### config.mk
export PLATFORM = sky130hd
export DESIGN_NAME = ex_unit
export DESIGN_NICKNAME = d
export VERILOG_FILES = /design/src/rtl/ex_unit_pkg.sv /design/src/rtl/ex_unit_muldiv.sv /design/src/rtl/ex_unit.sv
export SDC_FILE = /design/constraint.sdc
export NUM_CORES = 1
export LEC_CHECK = 0
export BUFFER_PORTS_ARGS = -buffer_cell sky130_fd_sc_hd__buf_2
export CORE_UTILIZATION = 50
export DETAILED_ROUTE_END_ITERATION = 10
export GPL_ROUTABILITY_DRIVEN = 1
export PLACE_DENSITY = 0.63
export SYNTH_ARGS = -nofsm -noshare
export SYNTH_HDL_FRONTEND = slang
export SYNTH_HIERARCHICAL = 1
export SYNTH_SLANG_ARGS = --single-unit
### constraint.sdc
create_clock -name clk -period 9.2 [get_ports clk]
set_clock_uncertainty 0.1 [all_clocks]
set_input_delay 1.84 -clock clk [delete_from_list [all_inputs] [get_ports clk]]
set_output_delay 1.84 -clock clk [all_outputs]
set_load 0.05 [all_outputs]
### src/rtl/ex_unit_pkg.sv
// ex_unit_pkg: shared definitions for the MIPS_CPU execute stage.
//   - CMD_* decoded opcode values seen on ex_unit.op
//   - ex_state_e: state encoding of the multi-cycle multiply/divide FSM
//   - ENABLE/DISABLE flag constants
// Optional feature macro: EX_DIV_EN adds the DIV state encoding.
package ex_unit_pkg;

  localparam bit ENABLE  = 1'b1;
  localparam bit DISABLE = 1'b0;

  localparam logic [7:0] CMD_ADD   = 8'h01;
  localparam logic [7:0] CMD_ADDI  = 8'h02;
  localparam logic [7:0] CMD_SUB   = 8'h03;
  localparam logic [7:0] CMD_AND   = 8'h04;
  localparam logic [7:0] CMD_ANDI  = 8'h05;
  localparam logic [7:0] CMD_OR    = 8'h06;
  localparam logic [7:0] CMD_ORI   = 8'h07;
  localparam logic [7:0] CMD_XOR   = 8'h08;
  localparam logic [7:0] CMD_XORI  = 8'h09;
  localparam logic [7:0] CMD_SLL   = 8'h0A;
  localparam logic [7:0] CMD_SRL   = 8'h0B;
  localparam logic [7:0] CMD_SRA   = 8'h0C;
  localparam logic [7:0] CMD_LUI   = 8'h0D;
  localparam logic [7:0] CMD_MFHI  = 8'h0E;
  localparam logic [7:0] CMD_MFLO  = 8'h0F;
  localparam logic [7:0] CMD_MULT  = 8'h10;
  localparam logic [7:0] CMD_MULTU = 8'h11;
  localparam logic [7:0] CMD_DIV   = 8'h12;
  localparam logic [7:0] CMD_DIVU  = 8'h13;

  typedef enum logic [1:0] {
    ST_IDLE = 2'd0,
    ST_MUL  = 2'd1
`ifdef EX_DIV_EN
    , ST_DIV = 2'd2
`endif
  } ex_state_e;

endpackage

### src/rtl/ex_unit_muldiv.sv
// ex_muldiv: iterative multiplier (and, with EX_DIV_EN, restoring divider)
// owning the HI/LO registers of the execute stage.
// Ports:
//   clk, rst      clock, synchronous active-high reset
//   start_i       operation accepted this cycle (only sampled in IDLE)
//   op_i          CMD_MULT / CMD_MULTU (/ CMD_DIV / CMD_DIVU)
//   a_i, b_i      operands captured on start
//   done_o        high in the cycle whose edge writes HI/LO
//   busy_o        a multi-cycle operation is in progress
//   hi_o, lo_o    HI/LO register contents
// Optional feature macro: EX_DIV_EN (DIV state and divider datapath).
module ex_muldiv
  import ex_unit_pkg::*;
#(
  parameter int DATA_W = 32,
  parameter int OP_W   = 8
) (
  input  logic              clk,
  input  logic              rst,
  input  logic              start_i,
  input  logic [OP_W-1:0]   op_i,
  input  logic [DATA_W-1:0] a_i,
  input  logic [DATA_W-1:0] b_i,
  output logic              done_o,
  output logic              busy_o,
  output logic [DATA_W-1:0] hi_o,
  output logic [DATA_W-1:0] lo_o
);

  localparam int CNT_W = $clog2(DATA_W);

  ex_state_e             state_q, state_d;
  logic [CNT_W-1:0]      cnt_q;
  logic [DATA_W-1:0]     hi_q, lo_q;
  logic [2*DATA_W-1:0]   mcand_q, acc_q, accStep, prod;
  logic [DATA_W-1:0]     mplier_q;
  logic                  neg_q;
  logic                  isSigned, aNeg, bNeg, startMul, lastIter;
  logic [DATA_W-1:0]     aMag, bMag;
`ifdef EX_DIV_EN
  logic [DATA_W-1:0]     rem_q, quo_q, dvsr_q, dvd_q;
  logic                  dz_q, rneg_q, startDiv, remGeq;
  logic [DATA_W:0]       remWide;
  logic [DATA_W-1:0]     remNext, quoNext;
`endif

  // Operand magnitudes; the iterative datapath is unsigned and the sign
  // is reapplied on the final iteration.
  always_comb begin
    isSigned = (op_i == OP_W'(CMD_MULT));
    startMul = start_i && ((op_i == OP_W'(CMD_MULT)) || (op_i == OP_W'(CMD_MULTU)));
`ifdef EX_DIV_EN
    isSigned = isSigned || (op_i == OP_W'(CMD_DIV));
    startDiv = start_i && ((op_i == OP_W'(CMD_DIV)) || (op_i == OP_W'(CMD_DIVU)));
`endif
    aNeg     = isSigned && a_i[DATA_W-1];
    bNeg     = isSigned && b_i[DATA_W-1];
    aMag     = aNeg ? -a_i : a_i;
    bMag     = bNeg ? -b_i : b_i;
    lastIter = (cnt_q == CNT_W'(DATA_W-1));
    accStep  = acc_q + (mplier_q[0] ? mcand_q : '0);
    prod     = neg_q ? -accStep : accStep;
  end

`ifdef EX_DIV_EN
  // One restoring-division step: shift the next dividend bit into the
  // partial remainder and subtract the divisor when it fits.
  always_comb begin
    remWide = {rem_q, quo_q[DATA_W-1]};
    remGeq  = (remWide >= {1'b0, dvsr_q});
    remNext = remGeq ? DATA_W'(remWide - {1'b0, dvsr_q}) : remWide[DATA_W-1:0];
    quoNext = {quo_q[DATA_W-2:0], remGeq};
  end
`endif

  // Next-state logic; done_o flags the edge that writes HI/LO.
  always_comb begin
    state_d = state_q;
    done_o  = 1'b0;
    case (state_q)
      ST_IDLE: begin
        if (startMul) state_d = ST_MUL;
`ifdef EX_DIV_EN
        else if (startDiv) state_d = ST_DIV;
`endif
      end
      ST_MUL: begin
        if (lastIter) begin
          state_d = ST_IDLE;
          done_o  = 1'b1;
        end
      end
`ifdef EX_DIV_EN
      ST_DIV: begin
        if (lastIter) begin
          state_d = ST_IDLE;
          done_o  = 1'b1;
        end
      end
`endif
      default: state_d = ST_IDLE;
    endcase
  end

  always_ff @(posedge clk) begin
    if (rst) state_q <= ST_IDLE;
    else     state_q <= state_d;
  end

  // Iteration datapath, counter and HI/LO; reset aborts an operation
  // without touching HI/LO beyond clearing them.
  always_ff @(posedge clk) begin
    if (rst) begin
      cnt_q    <= '0;
      hi_q     <= '0;
      lo_q     <= '0;
      mcand_q  <= '0;
      acc_q    <= '0;
      mplier_q <= '0;
      neg_q    <= 1'b0;
`ifdef EX_DIV_EN
      rem_q    <= '0;
      quo_q    <= '0;
      dvsr_q   <= '0;
      dvd_q    <= '0;
      dz_q     <= 1'b0;
      rneg_q   <= 1'b0;
`endif
    end else begin
      case (state_q)
        ST_IDLE: begin
          if (start_i) begin
            cnt_q    <= '0;
            mcand_q  <= {{DATA_W{1'b0}}, aMag};
            mplier_q <= bMag;
            acc_q    <= '0;
            neg_q    <= aNeg ^ bNeg;
`ifdef EX_DIV_EN
            rem_q    <= '0;
            quo_q    <= aMag;
            dvsr_q   <= bMag;
            dvd_q    <= a_i;
            dz_q     <= (b_i == '0);
            rneg_q   <= aNeg;
`endif
          end
        end
        ST_MUL: begin
          acc_q    <= accStep;
          mcand_q  <= mcand_q << 1;
          mplier_q <= mplier_q >> 1;
          cnt_q    <= lastIter ? '0 : cnt_q + 1'b1;
          if (lastIter) {hi_q, lo_q} <= prod;
        end
`ifdef EX_DIV_EN
        ST_DIV: begin
          rem_q <= remNext;
          quo_q <= quoNext;
          cnt_q <= lastIter ? '0 : cnt_q + 1'b1;
          if (lastIter) begin
            hi_q <= dz_q ? dvd_q : (rneg_q ? -remNext : remNext);
            lo_q <= dz_q ? '1    : (neg_q  ? -quoNext : quoNext);
          end
        end
`endif
        default: ;
      endcase
    end
  end

  assign busy_o = (state_q != ST_IDLE);
  assign hi_o   = hi_q;
  assign lo_o   = lo_q;

endmodule

### src/rtl/ex_unit.sv
// ex_unit: registered execute stage of the MIPS_CPU datapath.
// Single-cycle ALU ops plus MFHI/MFLO are computed here; MULT/MULTU (and
// DIV/DIVU with EX_DIV_EN) run in ex_muldiv and stall upstream via in_ready.
// Ports:
//   clk, rst                 clock, synchronous active-high reset
//   in_valid/in_ready        upstream handshake
//   op, regaData, regbData   decoded command and operands
//   regcWr_i, regcAddr_i     destination info from decode
//   out_valid/out_ready      downstream handshake
//   regcData/regcAddr/regcWr registered result
//   busy                     multi-cycle operation in progress
// Optional feature macro: EX_DIV_EN (enables DIV/DIVU).
module ex_unit
  import ex_unit_pkg::*;
#(
  parameter int DATA_W     = 32,
  parameter int REG_ADDR_W = 5,
  parameter int OP_W       = 8
) (
  input  logic                  clk,
  input  logic                  rst,
  input  logic                  in_valid,
  output logic                  in_ready,
  input  logic [OP_W-1:0]       op,
  input  logic [DATA_W-1:0]     regaData,
  input  logic [DATA_W-1:0]     regbData,
  input  logic                  regcWr_i,
  input  logic [REG_ADDR_W-1:0] regcAddr_i,
  output logic                  out_valid,
  input  logic                  out_ready,
  output logic [DATA_W-1:0]     regcData,
  output logic [REG_ADDR_W-1:0] regcAddr,
  output logic                  regcWr,
  output logic                  busy
);

  localparam int SH_W = $clog2(DATA_W);

  logic                  outValid_q, regcWr_q;
  logic [DATA_W-1:0]     regcData_q, result_d;
  logic [REG_ADDR_W-1:0] regcAddr_q, addr_d;
  logic                  wr_d, isMd, accept, mdDone, mdBusy;
  logic [DATA_W-1:0]     hi, lo;
  logic [SH_W-1:0]       shamt;

  assign in_ready = !mdBusy && (!outValid_q || out_ready);
  assign accept   = in_valid && in_ready;
  assign shamt    = regbData[SH_W-1:0];

  ex_muldiv #(
    .DATA_W(DATA_W),
    .OP_W  (OP_W)
  ) u_muldiv (
    .clk    (clk),
    .rst    (rst),
    .start_i(accept && isMd),
    .op_i   (op),
    .a_i    (regaData),
    .b_i    (regbData),
    .done_o (mdDone),
    .busy_o (mdBusy),
    .hi_o   (hi),
    .lo_o   (lo)
  );

  // Single-cycle result; anything not decoded here (and not a multi-cycle
  // op) yields an all-zero beat that writes nothing.
  always_comb begin
    result_d = '0;
    wr_d     = regcWr_i;
    addr_d   = regcAddr_i;
    isMd     = (op == OP_W'(CMD_MULT)) || (op == OP_W'(CMD_MULTU));
`ifdef EX_DIV_EN
    isMd     = isMd || (op == OP_W'(CMD_DIV)) || (op == OP_W'(CMD_DIVU));
`endif
    case (op)
      OP_W'(CMD_ADD), OP_W'(CMD_ADDI): result_d = regaData + regbData;
      OP_W'(CMD_SUB):                  result_d = regaData - regbData;
      OP_W'(CMD_AND), OP_W'(CMD_ANDI): result_d = regaData & regbData;
      OP_W'(CMD_OR),  OP_W'(CMD_ORI):  result_d = regaData | regbData;
      OP_W'(CMD_XOR), OP_W'(CMD_XORI): result_d = regaData ^ regbData;
      OP_W'(CMD_SLL):                  result_d = regaData << shamt;
      OP_W'(CMD_SRL):                  result_d = regaData >> shamt;
      OP_W'(CMD_SRA):                  result_d = $unsigned($signed(regaData) >>> shamt);
      OP_W'(CMD_LUI):                  result_d = regaData << (DATA_W/2);
      OP_W'(CMD_MFHI):                 result_d = hi;
      OP_W'(CMD_MFLO):                 result_d = lo;
      default: begin
        wr_d   = 1'b0;
        addr_d = '0;
      end
    endcase
  end

  // Output register. A multi-cycle completion cannot collide with a new
  // accept because in_ready is low while the unit is busy; a consume and
  // accept on the same edge simply overwrites the held result.
  always_ff @(posedge clk) begin
    if (rst) begin
      outValid_q <= 1'b0;
      regcData_q <= '0;
      regcAddr_q <= '0;
      regcWr_q   <= 1'b0;
    end else if (mdDone) begin
      outValid_q <= 1'b1;
      regcData_q <= '0;
      regcAddr_q <= '0;
      regcWr_q   <= 1'b0;
    end else if (accept && !isMd) begin
      outValid_q <= 1'b1;
      regcData_q <= result_d;
      regcAddr_q <= addr_d;
      regcWr_q   <= wr_d;
    end else if (out_ready) begin
      outValid_q <= 1'b0;
    end
  end

  assign out_valid = outValid_q;
  assign regcData  = regcData_q;
  assign regcAddr  = regcAddr_q;
  assign regcWr    = regcWr_q;
  assign busy      = mdBusy;

endmodule

==> summary.md <==
| Metric | Value |
|---|---|
| Worst hold path class | reg2reg |
| Vias | roughly 30k |
| Status | complete, no violations |
| Average size of a mapped cell | between 7 and 8 um^2 |
| Post-synth EDFFs | 0 |
| Post-synth ARST share | 0% |
| Core ar. | roughly 0.054 mm^2 |
| Cell Rows | 85 |
| Layout cells sized above 1 | between 10% and 20% |
| Worst slew margin | 17.8% |
| H-Tree Depth | 2 |
| Synth warn | 6 |
| Sum Neg Setup Slack | 0 ns |
| CTS tree | yes |
| Power density over the cells | approximately 110 mW/mm^2 |
| Post-synthesis cell type count | just under 100 |
| Post-CTS sizing | 0 |
| Critical path capture point type | register |
| Clock slew at reported path FFs | roughly 0.060 ns |
| Clk sinks | 270 |
| Final max-slew violation count | 0 |
| Multi-input logic area | around 0.02 mm^2 |
| Drt via density | approximately 6.8 |
| IO Count | 123 |
| Worst Path Required | between 9 and 10 ns |
| GRT overflow | 0 |
| P&R area growth vs syn | 7.29% |
| Post-DRT Antenna Nets | 0 |
| Hold Vio Cnt, Final | 0 |
| Post-synthesis sequential area ratio | between 10% and 20% |
| Cells after Synth | 3711 |
| Starting density of the core | 50.5% |
| Detail Placement HPWL | ~86000 um |
| Final net count | 3894 |
| # DRC | 0 |
| Die area | approximately 0.055 mm^2 |
| GP Congestion | around 1.1 |
| Maxcap violations | 0 |
| Finished Layout Cells | roughly 4.4k |
| First-pass GRT wire length | 172000 um |
| Tot GR Track Use | roughly 40% |
| RSZ-0062 raised after global routing | no |
| Fill count | between 5k and 6k |
| Switch Pwr | between 1 and 1.5 mW |
| Clock latency on the worst-skew pair | around 0.59 ns |
| Syn nets | between 3k and 4k |
| WL met1 | about 46000 um |
| Clock share of power | a little under half |
| # setup viols final | 0 |
| Final period utilization | between 60% and 70% |
| Die Ht | 235 um |
| Comb pwr share | 18.3% |
| Die Wd | about 230 um |
| Critical Path Start Type | primary input |
| Dpl cells | 4304 |
| Mapped Area | around 0.027 mm^2 |
| First-pass DRT Iterations | 6 |
| Pre-CTS setup slack | ~2.5 ns |
| Cts hold-fix bufs | 0 |
| Yosys reg bits | 270 |
| Hold_ws | 0.350 ns |
| Met3 WL | about 10000 um |
| Sequential cell area | 0.00541 mm^2 |
| Peak VDD IR | 0.218 mV |
| DR WL met2 | roughly 51000 um |
| Maximum fanout along the worst path | 38 |
| Worst-Margin Slew | 1.23 ns |
| Initial antenna violation count | 4 |
| IO buf count | between 100 and 150 |
| Final worst setup slack | ~2.9 ns |
| Power share of the sequential group | 36.3% |
| Vias in the first global route | about 28k |
| Sw frac | 31.3% |
| Post-CTS Setup Inserts | 0 |
| Min Clock Period, post-route | ~6.3 ns |
| Root Buffer | clkbuf_16 |
| Avg WL per Cell | 26.5 um |
| Largest net degree at the start of global routing | 179 |
| Final Util | a little over half |
| CTS buffer count | 35 |
| FMAX | 0.159 GHz |
| Clock buffer depth | 3 |
| Worst Setup Path Type | in2reg |
| DRT iter0 DRCs | between 3k and 4k |
| Top sig layer | met5 |
| Leak | ~11 nW |
| Detailed Route WL | between 100000 and 150000 um |
| WP data arrival | 6.62 ns |
| Int Pwr | between 2 and 2.5 mW |
| Synth Flop Type | dfxtp_1 |
==> registers in the layout (all words and copies together) (netlist names) <==
signal / count
u_muldiv/hi_o: 32
regcWr: 1
u_muldiv/cnt_q: 5
out_valid: 1
regcData: 32
u_muldiv/mcand_q: 64
u_muldiv/state_q: 1
u_muldiv/lo_o: 32
u_muldiv/neg_q: 1
u_muldiv/mplier_q: 32
u_muldiv/acc_q: 64
regcAddr: 5
==> worst max-delay path, cell delays in order <==
cell and delay [ns]:
buf_2 0.10, buf_4 0.27, inv_2 0.09, buf_4 0.46
ha_1 0.34, nand3_1 0.21, nor4_1 0.68, nand2_1 0.21
nor2_1 0.31, a21oi_1 0.13, xnor2_1 0.14, ha_1 0.37
a21oi_1 0.33, o2111ai_1 0.16, a21oi_1 0.36, o31a_1 0.28
xor2_1 0.16, o21ai_0 0.13
==> synth_stat cells, drive strengths merged, types with 49 or more instances <==
master    n  area share [%]
nor2    515             7.1
inv     102             1.4
nand2   296             4.1
dfxtp   270              20
nor3b   111             3.1
mux2i    97             3.6
a22oi    59             1.6
nand3    65             1.2
o31ai    49             1.4
xnor2    95             3.1
clkbuf  195             2.7
nor3     81             1.6
xor2    115             3.7
buf      72             1.4
a211oi  135             3.8
and2     78             1.8
ha      165             7.6
a21oi   404             7.5
o21ai   196             3.7
==> metrics by stage <==
stage	total power [mW]	cell area, um^2
6_report	3.23	29100
5_1_grt	3.32	29100
4_1_cts	3.23	29100
3_5_place_dp	1.77	27900
3_3_place_gp	1.76	27900
2_1_floorplan	1.55	27100
==> path summary, 6_finish.rpt <==
check | startpoint | to | slack [ns] | depth (start not counted)
hold reg to reg | regcData[2]$_SDFFE_PP0P_ | regcData[2]$_SDFFE_PP0P_ | 0.35 | 2
hold / removal | regcData[2]$_SDFFE_PP0P_ | regcData[2]$_SDFFE_PP0P_ | 0.35 | 2
setup / recovery | regbData[0] | regcData[27]$_SDFFE_PP0P_ | 2.91 | 18
setup reg to reg | u_muldiv/mplier_q[0]$_SDFFE_PP0P_ | u_muldiv/hi_o[22]$_SDFFE_PP0P_ | 3.22 | 17
==> area by class of cell <==
| cell class | count | share of cell area [%] |
|---|---|---|
| Multi-Input combinational cell | 3070 | 69.6 |
| Sequential cell | 270 | 18.6 |
| Clock buffer | 45 | 3.45 |
| Timing Repair Buffer | 164 | 3.25 |
| Tap cell | 696 | 2.99 |
| Inverter | 104 | 1.35 |
| Clock inverter | 15 | 0.713 |
| Antenna cell | 1 | 0.00860 |
==> layer usage <==
| metal | vias to the layer above | track usage (%) |
|---|---|---|
| met4 | 4 | 26.7 |
| met1 | 14100 | 51.2 |
| met2 | 1636 | 63.5 |
| li1 | 13500 | - |
| met3 | 375 | 6.54 |
| met5 | - | 0 |
==> placed cells by master, fill, tap and decap left out, drive strengths merged, types with 111 or more instances in the layout <==
master / count
ha: 165
buf: 164
a211oi: 135
nor2: 515
a21oi: 404
nor3b: 111
dfxtp: 270
o21ai: 196
xor2: 115
nand2: 296
==> kinds of logic (layout without fill, tap and decap cells) <==
logic type | count (synthesis) | count (layout) | share of synthesized area [%]
compound gates | 1163 | 1163 | 27.8
xor+xnor | 210 | 210 | 6.78
fa+ha+maj | 167 | 167 | 7.76
buf+inv | 371 | 328 | 5.51
flops | 270 | 270 | 19.9
mux | 167 | 167 | 7.77
other cells | 0 | 1 | 0
simple gates | 1363 | 1363 | 24.5
==> power groups by stage <==
stage	Clock (mW)	Sequential [mW]	Combinational [mW]
final	1.46	1.17	0.591
after floorplan	0	1.20	0.347
after CTS	1.49	1.17	0.570
after global placement	0	1.20	0.566
after global routing	1.53	1.17	0.624
after detailed placement	0	1.20	0.567
Note: power is estimated with default switching activity, not from simulation.
